<file path="config.mk">
export PLATFORM = sky130hd
export DESIGN_NAME = rally_tick_scheduler
export DESIGN_NICKNAME = d
export VERILOG_FILES = /design/src/rtl/rally_tick_scheduler.sv
export SDC_FILE = /design/constraint.sdc
export NUM_CORES = 1
export LEC_CHECK = 0
export CAP_MARGIN = 20
export CORE_ASPECT_RATIO = 1.75
export CORE_MARGIN = 2
export CORE_UTILIZATION = 47
export CTS_CLUSTER_DIAMETER = 40
export CTS_CLUSTER_SIZE = 12
export DETAILED_ROUTE_END_ITERATION = 12
export PLACE_DENSITY = 0.76
export SYNTH_ARGS = -nofsm -noshare
export SYNTH_HDL_FRONTEND = slang
export SYNTH_SLANG_ARGS = --single-unit
</file>
<file path="constraint.sdc">
create_clock -name clk_in -period 2.4 [get_ports clk_in]
set_input_delay 0.48 -clock clk_in [delete_from_list [all_inputs] [get_ports clk_in]]
set_output_delay 0.48 -clock clk_in [all_outputs]
set_load 0.05 [all_outputs]
</file>
<file path="src/rtl/rally_tick_scheduler.sv">
// Purpose : single-cycle game-tick enable that sequences one rally: serve delay, then
//           ticks whose period shortens as the rally accumulates hits.
// Latency : tick is registered, high the cycle after a RALLY period expiry; no backpressure,
//           pause freezes the period counter and remembers SERVE/RALLY.
//
// Ports:
//   clk_in                 system clock
//   rst                    synchronous active-high reset, priority over all inputs
//   difficultyButton1/2    difficulty {MSB,LSB}, sampled only when a serve is accepted
//   serve_start            pulse, starts a rally from IDLE
//   hit / miss             pulses, paddle contact / ball lost (RALLY only)
//   pause                  level, freezes SERVE/RALLY
//   tick                   one-cycle game-advance enable
//   state                  0=IDLE 1=SERVE 2=RALLY 3=PAUSED
//   level                  difficulty latched at serve
//   speed_step             speed-ups applied this rally (saturates at 15)
//   period                 current tick period in clk_in cycles
//
// Optional feature macro: RALLY_SPEEDUP_EN (defined -> hit-driven period shortening;
// undefined -> hit ignored, period fixed per rally, speed_step tied to 0).

module rally_tick_scheduler #(
   parameter int BASE_LOG2    = 26,
   parameter int SERVE_TICKS  = 3,
   parameter int SPEEDUP_HITS = 4,
   parameter int MIN_PERIOD   = 2 ** (BASE_LOG2 - 1),
   parameter int PW           = BASE_LOG2 + 4
) (
   input  logic          clk_in,
   input  logic          rst,
   input  logic          difficultyButton1,
   input  logic          difficultyButton2,
   input  logic          serve_start,
   input  logic          hit,
   input  logic          miss,
   input  logic          pause,
   output logic          tick,
   output logic [1:0]    state,
   output logic [1:0]    level,
   output logic [3:0]    speed_step,
   output logic [PW-1:0] period
);

   typedef enum logic [1:0] {
      IDLE   = 2'd0,
      SERVE  = 2'd1,
      RALLY  = 2'd2,
      PAUSED = 2'd3
   } stateT;

   localparam int SCW = (SERVE_TICKS > 1) ? $clog2(SERVE_TICKS + 1) : 1;

   stateT         stateQ, stateNext;
   stateT         prevState, prevStateNext;
   logic [PW-1:0] counter, counterNext;
   logic [PW-1:0] periodNext;
   logic [PW-1:0] levelPeriod;
   logic [1:0]    levelNext;
   logic [1:0]    buttonLevel;
   logic [SCW-1:0] serveCount, serveCountNext;
   logic          tickNext;
   logic          expiry;
   logic          lastServeTick;

   assign state       = stateQ;
   assign buttonLevel = {difficultyButton1, difficultyButton2};
   assign levelPeriod = PW'(1) << (BASE_LOG2 + int'(buttonLevel));

   // ">=" rather than "==": after a speed-up shrinks the period the counter may
   // already be past the new end, and must expire at once instead of wrapping.
   assign expiry = ((stateQ == SERVE) || (stateQ == RALLY)) &&
                   (counter >= (period - PW'(1)));

   assign lastServeTick = (serveCount == SCW'(SERVE_TICKS - 1));

`ifdef RALLY_SPEEDUP_EN
   localparam int HCW = (SPEEDUP_HITS > 1) ? $clog2(SPEEDUP_HITS + 1) : 1;
   localparam logic [PW-1:0] MIN_P = PW'(MIN_PERIOD);

   logic [HCW-1:0] hitCount, hitCountNext;
   logic [3:0]     speedStep, speedStepNext;
   logic [PW-1:0]  reducedPeriod;
   logic [PW-1:0]  shrunkPeriod;

   // period - period/8 (truncating), clamped at the floor
   assign reducedPeriod = period - (period >> 3);
   assign shrunkPeriod  = (reducedPeriod < MIN_P) ? MIN_P : reducedPeriod;
   assign speed_step    = speedStep;
`else
   // Speed-up disabled: hit and the speed-up parameters have no effect.
   localparam int unusedSpeedupParams = MIN_PERIOD + SPEEDUP_HITS;
   logic unusedHit;
   assign unusedHit  = hit;
   assign speed_step = 4'd0;
`endif

   // ---------------------------------------------------------------- state register
   always_ff @(posedge clk_in) begin
      if (rst) begin
         stateQ <= IDLE;
      end else begin
         stateQ <= stateNext;
      end
   end

   // ---------------------------------------------------------------- next state
   always_comb begin
      stateNext = stateQ;
      case (stateQ)
         IDLE: begin
            if (serve_start) stateNext = SERVE;
         end
         SERVE: begin
            if (pause)                        stateNext = PAUSED;
            else if (expiry && lastServeTick) stateNext = RALLY;
         end
         RALLY: begin
            // pause beats miss, miss beats hit
            if (pause)     stateNext = PAUSED;
            else if (miss) stateNext = IDLE;
         end
         PAUSED: begin
            if (!pause) stateNext = prevState;
         end
         default: stateNext = IDLE;
      endcase
   end

   // ---------------------------------------------------------------- outputs / datapath
   always_comb begin
      counterNext    = counter;
      tickNext       = 1'b0;
      serveCountNext = serveCount;
      levelNext      = level;
      periodNext     = period;
      prevStateNext  = prevState;
`ifdef RALLY_SPEEDUP_EN
      hitCountNext   = hitCount;
      speedStepNext  = speedStep;
`endif
      case (stateQ)
         IDLE: begin
            counterNext = '0;
            if (serve_start) begin
               levelNext      = buttonLevel;
               periodNext     = levelPeriod;
               serveCountNext = '0;
`ifdef RALLY_SPEEDUP_EN
               hitCountNext   = '0;
               speedStepNext  = 4'd0;
`endif
            end
         end
         SERVE: begin
            if (pause) begin
               prevStateNext = SERVE;
            end else if (expiry) begin
               counterNext    = '0;
               serveCountNext = serveCount + SCW'(1);
            end else begin
               counterNext = counter + PW'(1);
            end
         end
         RALLY: begin
            if (pause) begin
               // Expiry not consumed: it fires after resume with the counter intact.
               prevStateNext = RALLY;
            end else if (miss) begin
               counterNext = '0;
            end else begin
               tickNext    = expiry;
               counterNext = expiry ? '0 : counter + PW'(1);
`ifdef RALLY_SPEEDUP_EN
               if (hit) begin
                  if (hitCount == HCW'(SPEEDUP_HITS - 1)) begin
                     hitCountNext  = '0;
                     periodNext    = shrunkPeriod;
                     speedStepNext = (speedStep == 4'd15) ? 4'd15 : speedStep + 4'd1;
                  end else begin
                     hitCountNext = hitCount + HCW'(1);
                  end
               end
`endif
            end
         end
         PAUSED: begin
            // everything frozen; stateNext handles the return
         end
         default: begin
            counterNext = '0;
         end
      endcase
   end

   always_ff @(posedge clk_in) begin
      if (rst) begin
         counter    <= '0;
         tick       <= 1'b0;
         serveCount <= '0;
         level      <= 2'd0;
         period     <= PW'(1) << BASE_LOG2;
         prevState  <= IDLE;
`ifdef RALLY_SPEEDUP_EN
         hitCount   <= '0;
         speedStep  <= 4'd0;
`endif
      end else begin
         counter    <= counterNext;
         tick       <= tickNext;
         serveCount <= serveCountNext;
         level      <= levelNext;
         period     <= periodNext;
         prevState  <= prevStateNext;
`ifdef RALLY_SPEEDUP_EN
         hitCount   <= hitCountNext;
         speedStep  <= speedStepNext;
`endif
      end
   end

endmodule
</file>
==> results of run 1 <==
-- routing by layer --
layer	wire length, µm	vias to the layer above	GRT usage (%)
li1	-	1043	-
met1	1910	944	18.9
met2	2900	44	34.0
met3	164	13	3.21
met4	128	0	8.39
met5	0	-	0
-- logic make-up after synthesis --
logic type	after synthesis	share of synthesized area (%)
compound gates	28	7.00
xor+xnor	32	11.1
fa+ha+maj	14	6.95
buf+inv	43	11.1
flops	45	35.7
mux	3	1.19
other cells	1	0.149
simple gates	136	26.7
-- repair_timing --
| action | 4_1_cts | 5_1_grt |
|---|---|---|
| setup endpoints to repair | 34 | 35 |
| gates resized for setup | 4 | 8 |
| hold endpoints to repair | 0 | 0 |
| pin swaps | 1 | 3 |
| setup buffers | 0 | 4 |
-- synth_stat cells (all sizes together), types with 4 or more instances --
cell type and instances:
nand3 16, dfxtp 45, inv 8, xnor2 16, nor3 13, a21oi 17, nand4 7, ha 14
buf 32, nand2 40, xor2 16, nor4 4, nor2 37
-- worst max-delay path: cells and delay by family (launching register included) --
| family | cells | cell delay (ns) |
|---|---|---|
| AO/OA/AOI/OAI | 3 | 0.30 |
| AND/OR/NAND/NOR | 5 | 1.07 |
| flip-flops | 1 | 0.38 |
| XOR/XNOR | 1 | 0.15 |
| buffers and inverters | 2 | 0.27 |
| adder cells (fa/ha/maj) | 1 | 0.32 |
-- layout make-up --
| type | count | area share (%) |
|---|---|---|
| inverter | 8 | 1.17 |
| timing repair buffer | 40 | 12.1 |
| tap | 55 | 2.30 |
| sequential | 45 | 30.7 |
| clock buffer | 7 | 2.55 |
| multi-input combinational | 241 | 51.0 |
| clock inverter | 1 | 0.209 |
-- worst paths after layout --
path | startpoint | endpoint | cells past startpoint
max | period[25]$_SDFFE_PP0P_ | state[0]$_SDFFE_PP0P_ | 12
max reg2reg | period[25]$_SDFFE_PP0P_ | state[0]$_SDFFE_PP0P_ | 12
min reg2reg | prevState[1]$_SDFFE_PP0P_ | prevState[1]$_SDFFE_PP0P_ | 2
min | prevState[1]$_SDFFE_PP0P_ | prevState[1]$_SDFFE_PP0P_ | 2
-- metrics by stage --
stage,setup WS (ns),TNS (ns),power (mW)
2_1_floorplan,-0.0985,-1.57,1.57
3_3_place_gp,-0.149,-4.46,1.79
3_5_place_dp,-0.178,-5.08,1.80
4_1_cts,-0.154,-4.56,2.27
5_1_grt,-0.284,-8.71,2.45
6_report,-0.201,-5.90,2.33
-- power by group through the flow --
stage,Combinational (mW),Sequential (mW),Clock [mW]
final,1.01,0.855,0.465
after global routing,1.09,0.865,0.505
after CTS,0.944,0.855,0.476
after detailed placement,0.927,0.872,0
after global placement,0.915,0.870,0
after floorplan,0.594,0.975,0
-- registers in the layout, indices dropped and copies added, names as in the netlist --
name        count
level           2
counter        30
period          6
state           2
prevState       2
tick            1
serveCount      2
==> metrics.yaml, run 1 <==
outcome: "finished with violations"
violations: "negative setup slack"
p_clk_share_pct: 19.9
synth-edff-count: 0
rsz0062_at_grt: "yes"
clkTransAtPathRegs_ns: 0.08
internal-power_mw: 1.37
max_freq_mhz: 384
cp.arrival_ns: 2.79
synthFlopType: "dfxtp_1"
grt_max_degree: 27
synthTopCellsByArea: "dfxtp_1 (36%), buf_4 (8.6%), ha_1 (6.9%)"
ys_warn_count: 0
viasPerCell: 5.15
slew-limit-headroom_pct: 66.5
ys_seq_area_share_pct: 35.7
initial_core_util_pct: 48.4
io_buffers: 17
cp.required_ns: 2.59
cp_slowest_cell: "or4_1"
worst_pin_slew_ns: 0.500
fin_skew_ns: 0.00428
timing.final.hold_violations: 0
antenna_found_initial: 0
power_switching_mw: 0.957
drtAntennaViolNets: 0
cts_tree: "built"
die_w_um: 59.4
grt_pass1_vias: 2008
power_frac_comb_pct: 43.4
startpoint_type: "flop"
dp_hpwl_um: 3730
synth_cell_types: 42
hold_ws_ns: 0.460
timing.max_cap.violations: 0
path_common_cell: "a21oi_4"
seq_area_um2: 918
synth_seq_cells: 45
peakVddDrop_uv: 638
fp.coreArea_um2: 5210
clk_path_buf_depth: 2
place_area_um2: 2810
io_pins: 47
grt_overflow_total: 0
final_core_util_pct: 57.4
ctsHtreeMaxLevel: 2
nFillCells: 467
layout_common_cells: "nand2_1 (39), dfxtp_1 (39), nor2_1 (35), conb_1 (28), buf_4 (20)"
hold_class: "flop to flop"
syn_to_final_growth_pct: 18.7
crit_chain: "nor3_4, nand2_1, xor2_1, ha_1, nand4_1, or4_1, nor2_2, a21oi_4, buf_4, buf_6, a21oi_4, a211oi_2"
die-area_um2: 5990
drc_errors: 0
diodes: 0
synthArstFlopShare_pct: 0
drt-total-wl_um: 5100
post-route-min-period_ns: 2.60
drt_iter0_markers: 41
first_pass_iters: 4
cts_buffers: 5
cpPeakStageDelay_ns: 0.54
clock_latency_ns: 0.30
multiInputGateArea_um2: 1530
fin_crit_sh_pct: 108
vias: 2044
clock-sinks: 45
syn_area_um2: 2520
avgSynthCellArea_um2: 8.35
dp.cells: 385
cts_root_buffer: "clkbuf_8"
critPathMaxFanout: 6
grt_usage_pct: 18.3
crit_type: "flop to flop"
switching_share_pct: 41.0
drive_gt1_share_pct: 15.8
p_leak_nw: 1.13
synthCells: 302
power.density_nw_per_um2: 779
gp_congestion: 0.785
final_cells: 397
wl_per_cell_um: 12.9
yosysTopAreaCellShare_pct: 35.7
final-setup-viol-count: 35
hold_buffers: 0
nets: 363
grt_pass1_wl_um: 8520
slew_violations: 0
reg2reg_slack_ns: -0.20
num_rows: 35
die_y_um: 101
fin_area_um2: 2990
worstSetupEndpointType: "flop"
yosys.area.top_type: "dfxtp_1"
seq_power_share_pct: 36.7
layout_setup_ws_ns: -0.201
No activity file was read; power rests on OpenSTA's default activity.
==> run 2, diff against run 1 <==
Settings changed: ABC_AREA from default to 1, CORE_UTILIZATION 47 to 57, CTS_CLUSTER_DIAMETER 40 to 50, PLACE_DENSITY 0.76 to 0.85.
Clock period 2.4 ns to 3.3 ns, I/O delays scaled along.
==> metrics.yaml, run 2 <==
outcome: "finished clean"
synth_cell_types: 36
multiInputGateArea_um2: 1580
synth_seq_cells: 45
io_buffers: 17
drc_errors: 0
startpoint_type: "flop"
yosysTopAreaCellShare_pct: 32.7
drt_iter0_markers: 53
synthFlopType: "dfxtp_1"
die_w_um: 56.5
timing.final.hold_violations: 0
dp.cells: 432
regMostFlops: "counter"
critPathMaxFanout: 27
grt_max_degree: 28
clock-sinks: 45
drtAntennaViolNets: 0
hold_buffers: 0
grt_pass1_vias: 2162
power_frac_comb_pct: 37.9
first_pass_iters: 4
num_rows: 33
yosysMostFrequentCell: "nand2_1"
final-setup-viol-count: 0
fp.coreArea_um2: 4670
clock_latency_ns: 0.29
rsz0062_at_grt: "no"
dp_slack_ns: 0.641
top_regs: "counter: 30 flops, period: 6 flops"
gp_congestion: 0.881
clk_path_buf_depth: 2
io_pins: 47
nets: 409
syn_to_final_growth_pct: 6.45
diodes: 0
synth-edff-count: 0
max_freq_mhz: 378
ys_seq_area_share_pct: 32.7
final_cells: 440
drt-total-wl_um: 5290
timing.max_cap.violations: 0
synthArstFlopShare_pct: 0
cts_buffers: 5
avgSynthCellArea_um2: 7.48
worst_pin_slew_ns: 0.517
crit_type: "flop to flop"
cp.required_ns: 3.52
synthCells: 368
syn_area_um2: 2750
reg2reg_depth: 15
cp.arrival_ns: 2.86
fin_area_um2: 2930
switching_share_pct: 41.3
hold_class: "flop to flop"
clkTransAtPathRegs_ns: 0.08
cts_root_buffer: "clkbuf_8"
crit_chain: "inv_1, ha_1, nand2_1, xnor2_1, inv_1, ha_1, nand2_1, inv_1, nand2_1, nand2_1, nor2_1, nand3_2, a21oi_2, inv_2, nor3_1"
final_common_cell: "nand2_1"
fin_tns_setup_ns: 0
hold_ws_ns: 0.470
layout_common_cells: "nand2_1 (62), nor2_1 (59), dfxtp_1 (45), inv_1 (33), conb_1 (28)"
vias: 2285
cp_slowest_cell: "dfxtp_1"
seq_area_um2: 901
dp_hpwl_um: 4030
layout_setup_ws_ns: 0.657
initial_core_util_pct: 59.0
cts_tree: "built"
die_y_um: 96.0
path_common_cell: "nand2_1"
p_leak_nw: 1.17
internal-power_mw: 0.890
slew_violations: 0
worstSetupEndpointType: "flop"
cp_num_buf_inv: 4
drive_gt1_share_pct: 9.02
ctsHtreeMaxLevel: 2
synthTopCellsByArea: "dfxtp_1 (33%), nand2_1 (8.5%), nor2_1 (8.0%)"
largest_reg_flops: 30
synth_top_cells_by_count: "nand2_1 (62), nor2_1 (59), dfxtp_1 (45), inv_1 (33), buf_4 (28)"
place_area_um2: 2850
critPathTopFamily: "simple AND/OR/NAND/NOR gates"
wl_per_cell_um: 12.0
peakVddDrop_uv: 445
post_cts_buffers: 0
nFillCells: 425
fin_crit_sh_pct: 80.1
fin_skew_ns: 0.00640
antenna_found_initial: 0
seq_power_share_pct: 40.5
yosys.area.top_type: "dfxtp_1"
ctsResizeCount: 0
power.density_nw_per_um2: 517
grt_pass1_wl_um: 8980
power_switching_mw: 0.627
grt_usage_pct: 20.8
cpPeakStageDelay_ns: 0.38
post-route-min-period_ns: 2.64
slew-limit-headroom_pct: 65.2
die-area_um2: 5430
cp.depth: 15
viasPerCell: 5.19
p_clk_share_pct: 21.6
whs_path_depth: 2
grt_overflow_total: 0
ys_warn_count: 0
[run 2: stage by stage]
step	power, mW	utilization (%)
global route	1.62	62.8
CTS	1.53	62.8
global placement	1.19	61.1
floorplan	1.12	-
finish	1.52	62.8
detailed placement	1.20	61.1
[run 2: final timing paths]
kind | from | end | slack, ns
worst min-delay path | level[0]$_SDFFE_PP0P_ | level[0]$_SDFFE_PP0P_ | 0.47
worst max register to register | period[24]$_SDFFE_PP0P_ | counter[8]$_SDFFE_PP0P_ | 0.66
worst min register to register | level[0]$_SDFFE_PP0P_ | level[0]$_SDFFE_PP0P_ | 0.47
worst max-delay path | period[24]$_SDFFE_PP0P_ | counter[8]$_SDFFE_PP0P_ | 0.66
[run 2: worst reg2reg max path: stages (launching register included)]
cell and delay, ns:
dfxtp_1 0.38, inv_1 0.09, ha_1 0.23, nand2_1 0.09, xnor2_1 0.12, inv_1 0.06
ha_1 0.26, nand2_1 0.09, inv_1 0.04, nand2_1 0.06, nand2_1 0.06, nor2_1 0.21
nand3_2 0.13, a21oi_2 0.28, inv_2 0.26, nor3_1 0.19
[run 2: area by class of cell]
cell class | count | share of cell area, %
Multi-Input combinational cell | 282 | 53.8
Sequential cell | 45 | 30.7
Timing Repair Buffer | 17 | 5.80
Inverter | 36 | 4.61
Clock buffer | 6 | 2.48
Tap cell | 52 | 2.22
Clock inverter | 2 | 0.341
[run 2: power by group through the flow]
stage	sequential, mW	combinational [mW]	clock, mW
floorplan	0.689	0.433	0
global placement	0.627	0.565	0
detailed placement	0.628	0.574	0
CTS	0.616	0.579	0.337
global route	0.623	0.630	0.363
finish	0.615	0.574	0.327
[run 2: kinds of logic (layout without fill, tap and decap cells)]
group                    count (synthesis)  in the layout  share of synthesized area [%]
AND/OR/NAND/NOR                        187            187                           33.3
other                                    1             28                          0.136
AO/OA/AOI/OAI                           27             27                           5.54
XOR/XNOR                                26             26                           8.27
buffers and inverters                   68             61                           13.7
adder cells (fa/ha/maj)                 14             14                           6.36
flip-flops                              45             45                           32.7
[run 2: metal layers]
metal	share of wire (%)	wire, µm	track usage, %	vias to the layer above
met5	0	0	0	-
met4	2.4	125	8.53	0
met3	4.6	242	3.90	13
met2	56	2980	41.7	80
met1	37	1940	20.2	1028
li1	-	-	-	1164
